<file path="src/rtl/ae_pkg.sv">
// Shared types for the autoencoder address generator: default index width and FSM states.
package ae_pkg;

    localparam int CNT_W_DEF = 16;

    typedef enum logic [1:0] {
        IDLE = 2'd0,
        RUN  = 2'd1,
        DONE = 2'd2
    } state_t;

endpackage

</file>
<file path="src/rtl/ae_wrap_counter.sv">
// Enabled up-counter that wraps to zero after LIMIT-1; wrap flags the wrapping beat.
module ae_wrap_counter #(
    parameter int W     = 16,
    parameter int LIMIT = 8
) (
    input  logic         clk,
    input  logic         rst_n,
    input  logic         en,
    input  logic         clr,
    output logic [W-1:0] cnt,
    output logic         wrap
);

    localparam logic [W-1:0] LAST = W'(LIMIT - 1);

    assign wrap = en && (cnt == LAST);

    always_ff @(posedge clk or negedge rst_n) begin
        if (!rst_n) begin
            cnt <= '0;
        end else if (clr) begin
            cnt <= '0;
        end else if (en) begin
            cnt <= (cnt == LAST) ? '0 : cnt + W'(1);
        end
    end

endmodule

</file>
<file path="src/rtl/mac_addr_gen.sv">
// Nested-loop index/address generator for the autoencoder MAC datapath.
// Optional epoch counter output enabled by defining AE_ADDR_GEN_EPOCH_EN.
module mac_addr_gen
    import ae_pkg::*;
#(
    parameter int               N_IN   = 8,
    parameter int               N_OUT  = 4,
    parameter int               CNT_W  = CNT_W_DEF,
    parameter logic [CNT_W-1:0] W_BASE = '0
) (
    input  logic             clk,
    input  logic             rst_n,
    input  logic             start,
    input  logic             clear,
    input  logic             out_ready,
    output logic             out_valid,
    output logic [CNT_W-1:0] in_idx,
    output logic [CNT_W-1:0] out_idx,
    output logic [CNT_W-1:0] w_addr,
    output logic             row_first,
    output logic             row_last,
    output logic             busy,
    output logic             done
`ifdef AE_ADDR_GEN_EPOCH_EN
    ,
    output logic [CNT_W-1:0] epoch_cnt
`endif
);

    state_t state;
    logic   beat;
    logic   in_wrap;
    logic   out_wrap;

    // clear overrides a same-cycle handshake, so it also blocks the counters
    assign beat = out_valid && out_ready && !clear;

    ae_wrap_counter #(.W(CNT_W), .LIMIT(N_IN)) u_inner (
        .clk   (clk),
        .rst_n (rst_n),
        .en    (beat),
        .clr   (clear),
        .cnt   (in_idx),
        .wrap  (in_wrap)
    );

    ae_wrap_counter #(.W(CNT_W), .LIMIT(N_OUT)) u_outer (
        .clk   (clk),
        .rst_n (rst_n),
        .en    (in_wrap),
        .clr   (clear),
        .cnt   (out_idx),
        .wrap  (out_wrap)
    );

    always_ff @(posedge clk or negedge rst_n) begin
        if (!rst_n) begin
            state     <= IDLE;
            out_valid <= 1'b0;
            w_addr    <= '0;
        end else if (clear) begin
            state     <= IDLE;
            out_valid <= 1'b0;
            w_addr    <= '0;
        end else begin
            case (state)
                IDLE: begin
                    if (start) begin
                        state     <= RUN;
                        out_valid <= 1'b1;
                        w_addr    <= W_BASE;
                    end
                end
                RUN: begin
                    if (beat) begin
                        if (out_wrap) begin
                            state     <= DONE;
                            out_valid <= 1'b0;
                            w_addr    <= '0;
                        end else begin
                            w_addr <= w_addr + CNT_W'(1);
                        end
                    end
                end
                default: begin
                    state <= IDLE;
                end
            endcase
        end
    end

    assign busy      = (state != IDLE);
    assign done      = (state == DONE);
    assign row_first = out_valid && (in_idx == '0);
    assign row_last  = out_valid && (in_idx == CNT_W'(N_IN - 1));

`ifdef AE_ADDR_GEN_EPOCH_EN
    always_ff @(posedge clk or negedge rst_n) begin
        if (!rst_n) begin
            epoch_cnt <= '0;
        end else if (done && (epoch_cnt != '1)) begin
            epoch_cnt <= epoch_cnt + CNT_W'(1);
        end
    end
`endif

endmodule

</file>
<file path="config.mk">
export PLATFORM = sky130hd
export DESIGN_NAME = mac_addr_gen
export DESIGN_NICKNAME = d
export VERILOG_FILES = /design/src/rtl/ae_pkg.sv /design/src/rtl/ae_wrap_counter.sv /design/src/rtl/mac_addr_gen.sv
export SDC_FILE = /design/constraint.sdc
export NUM_CORES = 1
export LEC_CHECK = 0
export ABC_AREA = 1
export ABC_CLOCK_PERIOD_IN_PS = 2200
export CAP_MARGIN = 20
export CORE_MARGIN = 2
export CORE_UTILIZATION = 52
export CTS_CLUSTER_SIZE = 10
export DETAILED_ROUTE_END_ITERATION = 10
export PLACE_DENSITY_LB_ADDON = 0.3
export REMOVE_ABC_BUFFERS = 1
export SLEW_MARGIN = 20
export SYNTH_ARGS = -nofsm -noshare
export SYNTH_HDL_FRONTEND = slang
export SYNTH_SLANG_ARGS = --single-unit
</file>
<file path="constraint.sdc">
create_clock -name clk -period 2.2 [get_ports clk]
set_clock_uncertainty 0.2 [all_clocks]
set_input_delay 0.22 -clock clk [delete_from_list [all_inputs] [get_ports clk]]
set_output_delay 0.22 -clock clk [all_outputs]
set_load 0.05 [all_outputs]
</file>
==> key figures, run 1 <==
Synthesis
  • Synth area leader: dfrtp_1
  • Syn Area/Cell: 7.42 sq um
  • Synth Flop Type: dfrtp_1
  • EDFF count, synth: 0
  • Synth Register Bits: just over 50
  • Unique cell type count in the Yosys netlist: 34
  • Gate Count Post-Synth: 405
  • Post-synth top area share: 0.425
  • Seq/Total Area, Yosys: 0.425
  • Synth warn: 0
  • Synth cell count leaders: 85 x nand2_1, 59 x nor2_1, 51 x dfrtp_1
  • Ys async rst share: 1.00
  • Post-Syn Area: between 3000 and 4000 sq um
  • Top cells by area, synth: dfrtp_1 42%, nand2_1 11%, nor2_1 7.4%, inv_1 6.2%, nand3_1 6.0%
  • Most common cell in the netlist: nand2_1

GRT
  • Largest net degree at the start of global routing: 29
  • Vias in the first global route: between 2000 and 3000
  • Grt total ovfl: 0
  • Global Route Usage Sum: 0.248
  • First-pass GRT wire length: between 10000 and 15000 microns
  • Initial antenna violation count: 0

Final layout
  • Number of diodes: 0
  • Layout Area Growth over Synthesis: 29.4%
  • Layout cell share with drive strength beyond 1: 0.0819
  • Nets: between 400 and 500
  • Final Instance Area: around 3900 sq um
  • Non-Filler Instances: 548

Critical path
  • Crit path capture type: output port
  • Worst Path Required: between 1.5 and 2 ns
  • Max FO, Critical Path: 6
  • CP max stage delay: around 0.4 ns
  • Buf/Inv on CP: 1
  • Worst path slowest cell: dfrtp_2
  • Worst EP arrival: 1.67 ns
  • Crit-path cells: ha_1, nand3_1, nor2_4, nand2_2, nor2_2, buf_12
  • Family with the most delay on the worst path: simple AND/OR/NAND/NOR gates
  • CP Class: register to output port
  • R2R Setup Slk: ~0.24 ns
  • Startpoint Class: register

Place
  • Post-DP HPWL: 5540 microns
  • Placed insts: between 500 and 600
  • Worst slack, placed: between 0.1 and 0.15 ns
  • Port Buffers: 57
  • Dpl cell area: 3750 sq um
  • Gpl congestion: about 0.90

STA
  • Max frequency: around 0.48 GHz
  • Worst-Margin Slew: 0.548 ns
  • Final setup vio count: 0
  • Max_slew headroom: 0.634
  • RSZ-0062 raised after global routing: no
  • Final hold vios: 0
  • Final Max Slew Viols: 0
  • Final setup margin: ~0.11 ns
  • Crit share post-route: 0.950
  • Hold_ws: 0.226 ns
  • Min cycle time layout: 2.09 ns

CTS
  • CTS tree: built
  • Num CTS Buffers: 5
  • Clock Tree Root: clkbuf_8
  • CTS max path bufs: 2
  • H-Tree Depth: 2
  • CTS Sinks: just over 50
  • Clk Latency, worst-skew pair: approximately 0.31 ns
  • CTS clk-pin slew, worst paths: around 0.09 ns

Job
  • Max_cap viols: 0

Route
  • Avg Vias per Cell: 5.50
  • Via Count: roughly 3000
  • Drt initial violations: between 150 and 200
  • Antenna-violating nets left: 0
  • Post-Route WL: about 7200 microns
  • Routed WL per cell: around 13 microns
  • Final routed DRC violation total: 0
  • TritonRoute pass-1 iters: 5

Floorplan
  • Rows: 27
  • Die X: 80.0 microns
  • Initial Utilization: 0.542
  • Die height: between 80 and 90 microns
  • Number of I/O pins: 58
  • Die area: roughly 6400 sq um
  • Core Region: about 5500 sq um

Min path
  • Type of the worst min-delay path: input port to async pin

Power
  • Sw Pwr: ~850 uW
  • Tot Pwr: around 2.4 mW
  • Leakage: roughly 1.7 nW
  • Internal power: around 1.5 mW
  • Seq pwr share: 0.436
  • Pwr Density: between 600 and 700 nW/um^2
  • Max VDD drop: approximately 0.54 mV
  • Combinational share of power: 0.315
  • Clock power share: 0.249
  • Switching share of power: 0.360

Status
  • Status: complete, no violations
==> power groups by stage <==
stage / clock network, mW / registers, mW / logic [mW]
6_report: 0.586 / 1.03 / 0.741
5_1_grt: 0.633 / 1.03 / 0.800
4_1_cts: 0.600 / 1.03 / 0.742
3_5_place_dp: 0 / 1.05 / 0.738
3_3_place_gp: 0 / 1.05 / 0.724
2_1_floorplan: 0 / 1.12 / 0.378
==> placed cells by master, fill, tap and decap left out, types with 2 or more instances in the layout <==
| cell | instances |
|---|---|
| a21oi_1 | 21 |
| buf_12 | 4 |
| buf_4 | 8 |
| clkbuf_8 | 7 |
| clkdlybuf4s50_1 | 53 |
| dfrtp_1 | 50 |
| ha_1 | 4 |
| inv_1 | 50 |
| inv_2 | 3 |
| nand2_1 | 84 |
| nand2_2 | 3 |
| nand3_1 | 36 |
| nand4_1 | 20 |
| nor2_1 | 56 |
| nor2_4 | 5 |
| nor3_1 | 9 |
| o211ai_1 | 2 |
| o21ai_0 | 24 |
| o21bai_1 | 2 |
| o22ai_1 | 7 |
| o31ai_1 | 2 |
| xnor2_1 | 4 |
| xor2_1 | 6 |
==> per-stage QoR <==
stage / utilization / setup TNS [ns]
after floorplan: - / -2.38
after global placement: 0.677 / 0
after detailed placement: 0.677 / 0
after CTS: 0.698 / 0
after global routing: 0.702 / 0
final: 0.702 / 0
==> worst paths after layout <==
check | startpoint | endpoint | depth (start not counted)
max reg2reg | u_inner.cnt[0]$_DFFE_PN0P_ | w_addr[2]$_DFFE_PN0P_ | 8
max in group asynchronous | rst_n | u_outer.cnt[3]$_DFFE_PN0P_ | 3
max | u_inner.cnt[0]$_DFFE_PN0P_ | row_last | 6
min | rst_n | u_inner.cnt[6]$_DFFE_PN0P_ | 2
min reg2reg | u_outer.cnt[14]$_DFFE_PN0P_ | u_outer.cnt[14]$_DFFE_PN0P_ | 2
min in group clk | u_outer.cnt[14]$_DFFE_PN0P_ | u_outer.cnt[14]$_DFFE_PN0P_ | 2
==> registers in the layout, indices dropped and copies added (netlist names) <==
| register | flops |
|---|---|
| u_outer.cnt | 16 |
| w_addr | 16 |
| u_inner.cnt | 16 |
| out_valid | 1 |
| state | 2 |
==> per-layer routing <==
| layer | track usage | wire length, microns | vias up |
|---|---|---|---|
| li1 | - | - | 1483 |
| met1 | 0.319 | 3110 | 1406 |
| met2 | 0.417 | 3540 | 113 |
| met3 | 0.0419 | 429 | 12 |
| met4 | 0.0915 | 111 | 0 |
| met5 | 0 | 0 | - |
==> cells by family after synthesis <==
family,share of synthesized area
compound gates,0.114
simple gates,0.338
buf+inv,0.0766
flops,0.425
fa+ha+maj,0.0167
xor+xnor,0.0291
==> area by class of cell <==
cell class / instances / area (sq um)
Clock buffer: 8 / 100
Fill cell: 454 / 1650
Inverter: 53 / 199
Multi-Input combinational cell: 296 / 1530
Sequential cell: 51 / 1280
Tap cell: 72 / 90.1
Timing Repair Buffer: 68 / 698
==> timing repair <==
item	CTS	global route
cloned	0	0
setup buffers	0	0
endpoints found under the hold margin	23	0
resized for setup	3	6
pin swaps	0	0
setup endpoints to repair	1	3
hold buffers	1	0
Power figures use the tool's default switching activity.
==> inputs of run 2 (changes only) <==
--- a/config.mk
+++ b/config.mk
@@ -6,7 +6,7 @@
 export NUM_CORES = 1
 export LEC_CHECK = 0
 export ABC_AREA = 1
-export ABC_CLOCK_PERIOD_IN_PS = 2200
+export ABC_CLOCK_PERIOD_IN_PS = 2100
 export CAP_MARGIN = 20
 export CORE_MARGIN = 2
 export CORE_UTILIZATION = 52
@@ -14,6 +14,7 @@
 export DETAILED_ROUTE_END_ITERATION = 10
 export PLACE_DENSITY_LB_ADDON = 0.3
 export REMOVE_ABC_BUFFERS = 1
+export SKIP_LAST_GASP = 1
 export SLEW_MARGIN = 20
 export SYNTH_ARGS = -nofsm -noshare
 export SYNTH_HDL_FRONTEND = slang
==> constraint.sdc (replaced) <==
create_clock -name clk -period 2.1 [get_ports clk]
set_clock_uncertainty 0.2 [all_clocks]
set_input_delay 0.21 -clock clk [delete_from_list [all_inputs] [get_ports clk]]
set_output_delay 0.21 -clock clk [all_outputs]
set_load 0.05 [all_outputs]
==> key figures, run 2 (synthesis results as in run 1) <==
Critical path
  • Worst Path Required: 1.69 ns
  • Worst setup startpoint: u_inner.cnt[11]$_DFFE_PN0P_
  • CP max stage delay: roughly 0.85 ns
  • Worst EP arrival: around 1.7 ns
  • R2R Setup Slk: 0.13 ns
  • Family with the most delay on the worst path: buffers and inverters
  • Max FO, Critical Path: 7
  • Worst path slowest cell: clkdlybuf4s50_1
  • Buf/Inv on CP: 1
  • Crit-path cells: clkdlybuf4s50_1
  • Worst R2R Start: u_inner.cnt[2]$_DFFE_PN0P_
  • Crit path capture type: output port
  • CP Class: register to output port
  • Startpoint Class: register

Route
  • Avg Vias per Cell: approximately 5.6
  • Final routed DRC violation total: 0
  • Drt initial violations: around 300
  • Routed WL per cell: 14.3 microns
  • Post-Route WL: between 7000 and 8000 microns
  • TritonRoute pass-1 iters: 6
  • Via Count: slightly above 3000
  • Antenna-violating nets left: 0

Power
  • Tot Pwr: ~2.6 mW
  • Leakage: 1.77 nW
  • Internal power: roughly 1.7 mW
  • Combinational share of power: 0.310
  • Pwr Density: 661 nW/um^2
  • Switching share of power: 0.357
  • Sw Pwr: approximately 930 uW
  • Seq pwr share: 0.411
  • Max VDD drop: approximately 0.45 mV
  • Clock power share: 0.279

Floorplan
  • Initial Utilization: 0.542
  • Die X: ~80 microns
  • Core Region: 5540 sq um
  • Die height: about 80 microns
  • Rows: 27
  • Number of I/O pins: between 50 and 60
  • Die area: around 6400 sq um

Final layout
  • Nets: 488
  • Commonest non-fill, non-tap cell in the layout: nand2_1
  • Number of diodes: 0
  • Multi-input gate area: roughly 1500 sq um
  • Commonest cells after routing, fill and taps aside: 83 x nand2_1, 56 x nor2_1, 50 x inv_1, 50 x dfrtp_1, 48 x clkdlybuf4s50_1
  • Utilization after layout: 0.713
  • Fill cell count: between 400 and 500
  • Layout Area Growth over Synthesis: 31.5%
  • Layout cell share with drive strength beyond 1: 0.0979
  • Largest registers: u_inner.cnt x16, u_outer.cnt x16, w_addr x16
  • Final Instance Area: 3950 sq um
  • Register area: 1280 sq um

CTS
  • H-Tree Depth: 2
  • CTS Sinks: 51
  • Clock Tree Root: clkbuf_8
  • CTS clk-pin slew, worst paths: 0.10 ns
  • Clk Latency, worst-skew pair: 0.32 ns
  • CTS tree: built
  • Num CTS Buffers: 5
  • CTS max path bufs: 2

Job
  • Max_cap viols: 0

STA
  • Max frequency: around 0.49 GHz
  • RSZ-0062 raised after global routing: yes
  • Final setup vio count: 0
  • Hold_ws: about 0.22 ns
  • Worst-Margin Slew: around 0.6 ns
  • Max_slew headroom: 0.601
  • Crit share post-route: 0.981
  • Final setup margin: 0.0398 ns
  • Final Max Slew Viols: 0
  • Min cycle time layout: 2.06 ns
  • Final hold vios: 0

Place
  • Port Buffers: 57
  • Worst slack, placed: around 0.063 ns
  • Gpl congestion: around 0.87
  • Post-DP HPWL: 5720 microns
  • Dpl cell area: 3760 sq um

GRT
  • Initial antenna violation count: 0
  • Vias in the first global route: around 3000
  • Global Route Usage Sum: 0.263
  • First-pass GRT wire length: between 10000 and 15000 microns
  • Grt total ovfl: 0
  • Largest net degree at the start of global routing: 28

Status
  • Status: complete, no violations

Min path
  • Type of the worst min-delay path: input port to async pin
run 2: through the flow:
stage,cells,setup TNS (ns)
floorplan,400,-4.42
global placement,542,0
detailed placement,542,0
CTS,552,-0.0242
global route,552,-0.0211
finish,552,0
run 2: layout make-up:
| cell class | instances | area share |
|---|---|---|
| multi-input combinational | 296 | 0.391 |
| tap | 72 | 0.0228 |
| inverter | 53 | 0.0503 |
| timing repair buffer | 72 | 0.183 |
| clock inverter | 2 | 0.00887 |
| clock buffer | 6 | 0.0209 |
| sequential | 51 | 0.323 |
run 2: power by group through the flow:
stage	Sequential (mW)	Clock [mW]	Combinational, mW
floorplan	1.18	0	0.396
global placement	1.09	0	0.764
detailed placement	1.09	0	0.782
CTS	1.07	0.732	0.801
global route	1.08	0.778	0.864
finish	1.07	0.730	0.809
run 2: routing by layer:
layer  up-vias  global-route usage  part of all wire
li1       1490                   -                 -
met1      1446               0.318              0.42
met2       136               0.453              0.50
met3        14              0.0588             0.068
met4         0               0.102             0.016
met5         -                   0                 0
run 2: what timing repair did:
item | CTS | global route
pin swaps | 0 | 0
endpoints found under the setup margin | 2 | 7
hold buffers | 1 | 0
hold endpoints to repair | 24 | 0
setup buffers | 1 | 0
resized for setup | 4 | 13
run 2: path summary, 6_finish.rpt:
path | to | cells after the start
setup / recovery | in_idx[11] | 1
hold / removal | u_inner.cnt[6]$_DFFE_PN0P_ | 2
setup reg to reg | u_inner.cnt[9]$_DFFE_PN0P_ | 6
hold reg to reg | u_outer.cnt[15]$_DFFE_PN0P_ | 2
max in group asynchronous | w_addr[3]$_DFFE_PN0P_ | 3
min in group clk | u_outer.cnt[15]$_DFFE_PN0P_ | 2
